## config.mk

```make
export PLATFORM = sky130hd
export DESIGN_NAME = operand_sequencer
export DESIGN_NICKNAME = d
export VERILOG_FILES = /design/src/rtl/operand_sequencer.sv
export SDC_FILE = /design/constraint.sdc
export NUM_CORES = 1
export LEC_CHECK = 0
export BUFFER_PORTS_ARGS = -buffer_cell sky130_fd_sc_hd__buf_2
export CAP_MARGIN = 30
export CORE_UTILIZATION = 30
export DETAILED_ROUTE_END_ITERATION = 6
export HOLD_SLACK_MARGIN = 0.02
export MAX_ROUTING_LAYER = met4
export PLACE_DENSITY_LB_ADDON = 0.3
export REMOVE_ABC_BUFFERS = 1
export SETUP_SLACK_MARGIN = 0.05
export SYNTH_ARGS = -nofsm -noshare
export SYNTH_HDL_FRONTEND = slang
export SYNTH_SLANG_ARGS = --single-unit
export TNS_END_PERCENT = 20
```

## constraint.sdc

```tcl
create_clock -name clk -period 2.35 [get_ports clk]
set_clock_uncertainty 0.2 [all_clocks]
set_input_delay 0.5875 -clock clk [delete_from_list [all_inputs] [get_ports clk]]
set_output_delay 0.5875 -clock clk [all_outputs]
set_load 0.1 [all_outputs]
```

## src/rtl/operand_sequencer.sv

```systemverilog
// Collects an x/y operand pair from one narrow valid/ready bus for the logic unit.
// Build with OPSEQ_ABORT_EN defined to add an abort input that drops a pending x.
module operand_sequencer #(
  parameter int WIDTH = 4,
  parameter int CNT_W = 8
) (
  input  logic             clk,
  input  logic             rst_n,
  input  logic [WIDTH-1:0] din,
  input  logic             din_valid,
  output logic             din_ready,
`ifdef OPSEQ_ABORT_EN
  input  logic             abort,
`endif
  output logic [WIDTH-1:0] x_out,
  output logic [WIDTH-1:0] y_out,
  output logic             out_valid,
  input  logic             out_ready,
  output logic [CNT_W-1:0] pair_count
);

  typedef enum logic [1:0] {
    IDLE,
    WAIT_Y,
    FULL
  } state_t;

  state_t           state_q, state_d;
  logic [WIDTH-1:0] x_q, x_d;
  logic [WIDTH-1:0] y_q, y_d;
  logic [CNT_W-1:0] cnt_q, cnt_d;
  logic             abort_w;

`ifdef OPSEQ_ABORT_EN
  assign abort_w = abort;
`else
  assign abort_w = 1'b0;
`endif

  always_comb begin
    state_d   = state_q;
    x_d       = x_q;
    y_d       = y_q;
    cnt_d     = cnt_q;
    din_ready = 1'b0;
    out_valid = 1'b0;
    unique case (state_q)
      IDLE: begin
        din_ready = 1'b1;
        if (din_valid) begin
          x_d     = din;
          state_d = WAIT_Y;
        end
      end
      WAIT_Y: begin
        // Abort wins over a beat arriving in the same cycle.
        if (abort_w) begin
          state_d = IDLE;
        end else begin
          din_ready = 1'b1;
          if (din_valid) begin
            y_d     = din;
            state_d = FULL;
          end
        end
      end
      FULL: begin
        out_valid = 1'b1;
        din_ready = out_ready;
        if (out_ready) begin
          cnt_d = cnt_q + CNT_W'(1);
          if (din_valid) begin
            x_d     = din;
            state_d = WAIT_Y;
          end else begin
            state_d = IDLE;
          end
        end
      end
      default: state_d = IDLE;
    endcase
  end

  always_ff @(posedge clk or negedge rst_n) begin
    if (!rst_n) begin
      state_q <= IDLE;
      x_q     <= '0;
      y_q     <= '0;
      cnt_q   <= '0;
    end else begin
      state_q <= state_d;
      x_q     <= x_d;
      y_q     <= y_d;
      cnt_q   <= cnt_d;
    end
  end

  assign x_out      = x_q;
  assign y_out      = y_q;
  assign pair_count = cnt_q;

endmodule

```

-- After elaboration in Yosys (flattened, before gate mapping)
Cells that the tools add are included.
- logic and storage cells: 27
- output and inout port bits: 18
- input bits: 8
- flip-flop bits (word level): 18
- $add $sub $neg: 1
- reduce and logical (&&, ||, !) cells: 7
- eq/ne operators: 5
- multiplexer cells: 10
- operators by type and width (cell ; number):
    adder 8 x 1 -> 8 bit, second input constant ; 1
    2-to-1 mux 4 bit ; 2
    one-hot mux 4 bit (2 select lines) ; 1
    2-to-1 mux 2 bit ; 3
    != test 2 bit, second input constant ; 3
    one-hot mux 2 bit (3 select lines) ; 1
    AND reduction 2 bit ; 3
    AND reduction 3 bit ; 1
    equality test 2 x 1 -> 1 bit, second input constant ; 1
    equality test 2 bit, second input constant ; 1
    logical NOT 2 bit ; 1
    2-to-1 mux 1 bit ; 2
    one-hot mux 1 bit (2 select lines) ; 1
    nonzero test 2 bit ; 1
    OR reduction 2 bit ; 1

-- Depth between registers and ports, before layout
Gate-level depths: netlist of run 1.
- depth in word-level cells: 3
- mapped depth: 4
- mapped depth without buffers: 4

-- Worst setup path before layout of run 1
Ideal clock, no wire load.
- kind: flip-flop to output port
- from: reg state_q[1]
- to: out out_valid
- stages on the path, launching flop included: 2
- path slack: -0.247 ns
- arrival time: 1.810 ns
- required time: 1.562 ns
- path buffers: 0
- cells stage by stage: dfrtp_1 nor2b_1
- cells in the longest elaborated chain, start to end: 2
- ends and longest elaborated chain (what ; line ; text):
    start: declaration ; 28 ; state_t state_q, state_d;
    start signal: assignment ; 91 ; state_q <= state_d;
    equality test 2 bit ; 47 ; unique case (state_q)
    2-to-1 mux 1 bit ; 47 ;
    end: declaration ; 17 ; output logic out_valid,
No other way between the ends.

-- Worst setup path after layout of run 1
Ends and elaborated chain as after synthesis.

==> run metrics, run 1 <==
status=finished clean; clock buffer depth=2; Final period util=91.2%; Iter 0 DRT Violations=2; syn_area_per_cell=13.9 µm²; area occupied by multi-input gates=312 µm²; hold-critical path depth=1; average wire per standard cell=12.1 µm; Post-Syn Instances=55; Largest delay share family, worst path=flip-flops; die area=2750 µm²; reg2reg setup slack=900 ps; worst r2r src=state_q[1]$_DFFE_PN0P_; clock latency on the worst-skew pair=290 ps; top post-synthesis cells by count=dfrtp_1, mux2_2, nand2_1, xor2_1; buffer and inverter count on the worst path=1; routed wire length=1360 µm; H-tree levels=1; Worst Hold Class=reg2reg; Diodes inserted=0; Most used DFF post-synth=dfrtp_1; Tmin final=2140 ps; gr usage total=11.7%; clock sink count=18; Core ar.=2300 µm²; relative slew slack=67.8%; share of the synthesized area in the top cell type=59.1%; # DRC=0; min-delay src=pair_count[7]$_DFFE_PN0P_; Worst Setup Path Type=reg2out; Hold Vio Cnt, Final=0; vias in the first global route=507; worst path required time=1560 ps; Seq cells post-synth=18; Fillers=238; largest net degree at the start of global routing=19; Max Fclk=467 MHz; Max Cap Violations=0; Buffers on Ports=25; worst path arrival time=1360 ps; crit-path cells=nor2b_1 > buf_2; initial antenna violation count=0; drt via density=4.61; max incr delay on CP=490 ps; cell taking the most area after synthesis=dfrtp_1; FF-to-FF path depth=2; first-pass GRT wire length=2210 µm; ys async rst share=100%; Site Rows=17; setup bufs post-CTS=0; Nets=95; Die Y=52.4 µm; total negative slack=0 ps; number of flops mapped to enable cells by yosys=0; gpl congestion=0.682; Root Driver=clkbuf_4; layout cells sized above 1=49.4%; Yosys warning count=0; GR Overflow Total=0; top post-synthesis cells by area=dfrtp_1, mux2_2, xor2_1; Startpoint Class=register; CTS resizes=0; Clock transition at path regs=100 ps; RSZ-0062 raised after global routing=false; die width=52.4 µm; Area growth, synth to finish=29.1%; CTS tree=done; Num CTS Buffers=3; worst r2r dst=y_out[3]$_DFFE_PN0P_; Netlist cell types=18; Final Max Slew Viols=0; Finished Cell Area=983 µm²; Vias=521; hold endpoint=pair_count[7]$_DFFE_PN0P_; IO Count=26; CP startpoint=state_q[1]$_DFFE_PN0P_; Starting Density=33.2%; synthesized area=762 µm²; CP max FO=7; Setup crit end kind=output port; 1st-pass router iterations=2; pin slew with the least headroom to its limit=486 ps; slowest cell on the critical path=dfrtp_1; most numerous cell in the Yosys netlist=dfrtp_1; FF+latch area=450 µm²; Final Setup Violations=0; Area after DPL=937 µm²; Routed Antenna Nets=0; Seq/Total Area, Yosys=59.1%
## worst reg2reg max path, delay by kind of cell, from the launching register on
kind          cells  cell delay, ps
simple gates      1             330
mux               1             340
flops             1             480
## final cells by class
class,count,share of cell area [%]
Tap cell,28,3.56
Sequential cell,18,45.8
Timing Repair Buffer,26,15.3
Clock buffer,4,3.69
Multi-Input combinational cell,37,31.7
## metrics by stage
stage | worst slack [ps] | hold WS (ps) | util [%] | instances
after global routing | 91.1 | 320 | 42.8 | 113
after floorplan | -247 | 91.9 | - | 55
after CTS | 189 | 278 | 42.8 | 113
after global placement | 425 | 250 | 40.8 | 108
final | 207 | 273 | 42.8 | 113
after detailed placement | 407 | 265 | 40.8 | 108
## per-layer routing
metal	vias up	GRT usage [%]	part of all wire [%]	routed length, µm
met1	252	12.4	47	639
li1	250	-	-	-
met2	19	19.8	47	645
met3	0	5.22	5.7	77
met5	-	-	0	0
met4	0	2.63	0	0
## how the worst max path moves through the flow
stage	endpoint	slack (ps)	depth (start not counted)
after floorplan	out_valid	-250	1
after global placement	din_ready	420	4
after detailed placement	din_ready	410	4
after CTS	out_valid	190	2
after global routing	out_valid	90	2
final	out_valid	210	2
## repair_timing
action	4_1_cts	5_1_grt
hold buffers	1	0
endpoints found under the setup margin	0	0
endpoints found under the hold margin	18	0
## flip-flops by register name (all words and copies together) (netlist names)
register,cells
x_out,4
pair_count,8
state_q,2
y_out,4
## cell families (layout without fill, tap and decap cells)
logic type / Yosys count / in the layout / synth area share (%)
compound gates: 1 / 1 / 0.656
xor+xnor: 7 / 7 / 8.05
fa+ha+maj: 1 / 1 / 1.64
buf+inv: 0 / 30 / 0
flops: 18 / 18 / 59.1
mux: 9 / 9 / 13.3
simple gates: 19 / 19 / 17.2
## cells in the final DEF, fill, tap and decap left out, types with 2 or more instances in the layout
| master | instances |
|---|---|
| xnor2_1 | 3 |
| nand3_1 | 3 |
| nand2_1 | 4 |
| mux2_2 | 9 |
| nor3_2 | 2 |
| clkbuf_4 | 3 |
| nor2_1 | 2 |
| xor2_1 | 4 |
| buf_2 | 24 |
| dfrtp_1 | 18 |
Power of run 1 is left out: the tool's default activity adds up to more than one toggle a clock period on the data nets, which glitch-free logic cannot reach.
==> run 2: changes to the inputs <==
--- a/config.mk
+++ b/config.mk
@@ -7,7 +7,7 @@
 export LEC_CHECK = 0
 export BUFFER_PORTS_ARGS = -buffer_cell sky130_fd_sc_hd__buf_2
 export CAP_MARGIN = 30
-export CORE_UTILIZATION = 30
+export CORE_UTILIZATION = 51
 export DETAILED_ROUTE_END_ITERATION = 6
 export HOLD_SLACK_MARGIN = 0.02
 export MAX_ROUTING_LAYER = met4
==> run metrics, run 2 (synthesized netlist as in run 1, its figures left out) <==
CTS resizes=0 (unchanged); hold endpoint=pair_count[7]$_DFFE_PN0P_; CTS tree=done; worst r2r dst=x_out[2]$_DFFE_PN0P_; RSZ-0062 raised after global routing=false; initial antenna violation count=0 (unchanged); Core ar.=1350 µm² (-41%); Nets=95 (unchanged); worst path arrival time=1360 ps (about the same); reg2reg setup slack=920 ps (+20 ps); largest net degree at the start of global routing=19 (unchanged); routed wire length=1260 µm (-7.9%); 1st-pass router iterations=3 (+1); Num CTS Buffers=3 (unchanged); Final period util=91.2% (about the same); Area after DPL=921 µm² (-1.7%); Final Max Slew Viols=0 (unchanged); Max Cap Violations=0 (unchanged); FF-to-FF path depth=3 (+1); FF+latch area=450 µm² (unchanged); Largest register FFs=8 (unchanged); average wire per standard cell=12.6 µm (+4.1%); worst path required time=1560 ps (about the same); Routed Antenna Nets=0 (unchanged); max incr delay on CP=480 ps (about the same); clock buffer depth=2 (unchanged); slowest cell on the critical path=dfrtp_1; min-delay src=pair_count[7]$_DFFE_PN0P_; WL met3=61 µm (-21%); Root Driver=clkbuf_4; commonest non-fill, non-tap cell in the layout=buf_2; WL met1=578 µm (-9.5%); Finished Cell Area=967 µm² (-1.7%); die area=1650 µm² (-40%); gr usage total=18.9% (+7.2 points); Worst Hold Class=reg2reg; area occupied by multi-input gates=312 µm² (unchanged); gpl congestion=0.739 (+8.3%); GR Overflow Total=0 (unchanged); Max Fclk=466 MHz (about the same); clock sink count=18 (unchanged); die width=40.7 µm (-22%); CP max FO=7 (unchanged); Tmin final=2140 ps (+0.554 ps); Worst Setup Path Type=reg2out; Diodes inserted=0 (unchanged); Die Y=40.7 µm (-22%); pin slew with the least headroom to its limit=487 ps (+0.893 ps); Fillers=103 (-57%); top sig layer=met4; Site Rows=13 (-4); Final Setup Violations=0 (unchanged); clock latency on the worst-skew pair=290 ps (about the same); routed wl met2=599 µm (-7.1%); Startpoint Class=register; Hold Vio Cnt, Final=0 (unchanged); Iter 0 DRT Violations=3 (+1); crit-path cells=nor2b_1 > buf_2; layout cells sized above 1=49.4% (unchanged); Setup crit end kind=output port; Buffers on Ports=25 (unchanged); # DRC=0 (unchanged); Starting Density=56.4% (+23 points); IO Count=26 (unchanged); hold-critical path depth=1 (unchanged); most frequent cells in the layout=buf_2, dfrtp_1, mux2_2; first-pass GRT wire length=1840 µm (-17%); worst r2r src=state_q[1]$_DFFE_PN0P_; Clock transition at path regs=100 ps (about the same); status=finished clean; relative slew slack=67.8% (about the same); Vias=515 (-1.2%); H-tree levels=1 (unchanged); Area growth, synth to finish=26.9%; vias in the first global route=432 (-15%); drt via density=5.15 (+12%)
==> run 2: critical path: cells and delay by family, from the launching register on <==
family / cells / cell delay (ps)
buf+inv: 1 / 430
flops: 1 / 480
simple gates: 1 / 160
==> run 2: area by class of cell <==
cell class	count	area share, %
multi-input combinational	37	32.2
sequential	18	46.6
clock buffer	4	3.75
tap	15	1.94
timing repair buffer	26	15.5
==> run 2: timing repair <==
action	CTS	global route
setup buffers	0	0
hold buffers	1	0
hold endpoints to repair	18	0
==> run 2: metrics by stage <==
step / std cells / util [%] / setup WS, ps / setup TNS (ps) / hold WS [ps]
2_1_floorplan: 55 / - / -247 / -247 / 91.9
3_3_place_gp: 95 / 68.2 / 424 / 0 / 252
3_5_place_dp: 95 / 68.2 / 389 / 0 / 260
4_1_cts: 100 / 71.6 / 193 / 0 / 274
5_1_grt: 100 / 71.6 / 150 / 0 / 288
6_report: 100 / 71.6 / 206 / 0 / 265
==> run 2: worst max-delay path by stage <==
stage	start	end	slack, ps
floorplan	state_q[1]$_DFFE_PN0P_	out_valid	-250
finish	state_q[1]$_DFFE_PN0P_	out_valid	210
global route	state_q[1]$_DFFE_PN0P_	out_valid	150
CTS	state_q[1]$_DFFE_PN0P_	out_valid	190
detailed placement	out_ready	din_ready	390
global placement	out_ready	din_ready	420
==> run 2: layer usage <==
metal,GRT usage [%],up-vias
li1,-,253
met1,24.6,242
met2,25.8,16
met3,4.89,4
met4,12.5,0
met5,-,-
Power of run 2 is left out for the same reason.
==> run 3: changes to the inputs <==
--- a/config.mk
+++ b/config.mk
@@ -7,7 +7,7 @@
 export LEC_CHECK = 0
 export BUFFER_PORTS_ARGS = -buffer_cell sky130_fd_sc_hd__buf_2
 export CAP_MARGIN = 30
-export CORE_UTILIZATION = 51
+export CORE_UTILIZATION = 47
 export DETAILED_ROUTE_END_ITERATION = 6
 export HOLD_SLACK_MARGIN = 0.02
 export MAX_ROUTING_LAYER = met4
==> constraint.sdc (replaced) <==
create_clock -name clk -period 2.3 [get_ports clk]
set_clock_uncertainty 0.2 [all_clocks]
set_input_delay 0.575 -clock clk [delete_from_list [all_inputs] [get_ports clk]]
set_output_delay 0.575 -clock clk [all_outputs]
set_load 0.1 [all_outputs]
==> run metrics, run 3 (synthesized netlist as in run 1, its figures left out) <==
Area growth, synth to finish=25.3%; relative slew slack=67.8% (about the same); die area=1790 µm² (+8.1%); 1st-pass router iterations=3 (unchanged); first-pass GRT wire length=2140 µm (+17%); clock latency on the worst-skew pair=280 ps (about the same); Max Cap Violations=0 (unchanged); H-tree levels=1 (unchanged); worst path required time=1520 ps (-40 ps); most frequent cells in the layout=buf_2, dfrtp_1, mux2_2; buffer and inverter count on the worst path=1 (unchanged); Finished Cell Area=955 µm² (-1.3%); vias in the first global route=472 (+9.3%); final core occ=63.4% (-8.3 points); post-route insts no fill=100 (unchanged); Fillers=129 (+25%); Diodes inserted=0 (unchanged); commonest non-fill, non-tap cell in the layout=buf_2; Worst Hold Class=reg2reg; Worst Setup Path Type=reg2out; Final Setup Violations=0 (unchanged); Startpoint Class=register; Largest register FFs=8 (unchanged); initial antenna violation count=0 (unchanged); Largest delay share family, worst path=flip-flops; gr usage total=16.7% (-2.2 points); Routed Antenna Nets=0 (unchanged); IO Count=26 (unchanged); Core ar.=1510 µm² (+12%); Nets=95 (unchanged); Root Driver=clkbuf_4; # DRC=0 (unchanged); RSZ-0062 raised after global routing=false; Final period util=92.3%; routed wire length=1290 µm (+2.8%); clock buffer depth=2 (unchanged); clock sink count=18 (unchanged); Setup crit end kind=output port; slowest cell on the critical path=dfrtp_1; largest net degree at the start of global routing=19 (unchanged); Starting Density=50.6% (-5.9 points); HPWL after detailed placement=972 µm; die width=42.3 µm (+4.0%); Area after DPL=922 µm² (+0.14%); Clock transition at path regs=100 ps (about the same); average wire per standard cell=12.9 µm (+2.8%); Num CTS Buffers=3 (unchanged); Tmin final=2120 ps; Max Fclk=471 MHz; Final Max Slew Viols=0 (unchanged); Buffers on Ports=25 (unchanged); CTS tree=done; gpl congestion=0.763 (+3.2%); status=finished clean; worst path arrival time=1350 ps (about the same); drt via density=5.08 (-1.4%); Hold Vio Cnt, Final=0 (unchanged); GR Overflow Total=0 (unchanged); pin slew with the least headroom to its limit=487 ps (+0.198 ps); worst hold slack=263 ps (-1.75 ps); Inst Count DP=96 (+1.1%); Die Y=42.3 µm (+4.0%); layout cells sized above 1=48.8% (-0.60 points); Site Rows=14 (+1); Vias=508 (-1.4%); max incr delay on CP=480 ps (about the same); crit-path cells=nor2b_1 > buf_2; Iter 0 DRT Violations=7 (+4); CP max FO=7 (unchanged)
==> run 3: what timing repair did <==
action,CTS,global route
buffers inserted,0,0
gates resized for setup,0,0
hold endpoints to repair,18,0
hold buffers,1,0
==> run 3: final cells by class <==
| class | instances | area [µm²] | area share [%] |
|---|---|---|---|
| clock buffer | 3 | 22.5 | 2.36 |
| multi-input combinational | 37 | 312 | 32.6 |
| sequential | 18 | 450 | 47.2 |
| timing repair buffer | 26 | 150 | 15.7 |
| tap | 16 | 20.0 | 2.10 |
==> run 3: worst register-to-register path, cell delays in order, from the launching register on <==
cell and delay [ps]:
dfrtp_1 480, nand3b_1 270, mux2_2 370
==> run 3: through the flow <==
stage / worst slack [ps] / TNS, ps
after detailed placement: 373 / 0
after floorplan: -285 / -285
final: 177 / 0
after global placement: 394 / 0
after global routing: 95.0 / 0
after CTS: 157 / 0
==> run 3: routing by layer <==
layer | vias to the layer above | global-route usage, % | share of wire [%]
met4 | 0 | 5.63 | 0
met5 | - | - | 0
li1 | 250 | - | -
met3 | 0 | 3.88 | 3.3
met2 | 12 | 24.0 | 49
met1 | 246 | 23.6 | 47
==> run 3: worst paths after layout <==
kind                                              to  cells past startpoint                 startpoint  slack [ps]
min                        pair_count[7]$_DFFE_PN0P_                      1  pair_count[7]$_DFFE_PN0P_         260
min in group asynchronous  pair_count[0]$_DFFE_PN0P_                      2                      rst_n         530
max in group asynchronous       y_out[0]$_DFFE_PN0P_                      2                      rst_n        1090
max                                        out_valid                      2     state_q[1]$_DFFE_PN0P_         180
max reg2reg                     y_out[0]$_DFFE_PN0P_                      2     state_q[1]$_DFFE_PN0P_         870
min reg2reg                pair_count[7]$_DFFE_PN0P_                      1  pair_count[7]$_DFFE_PN0P_         260
Power of run 3 is left out for the same reason.
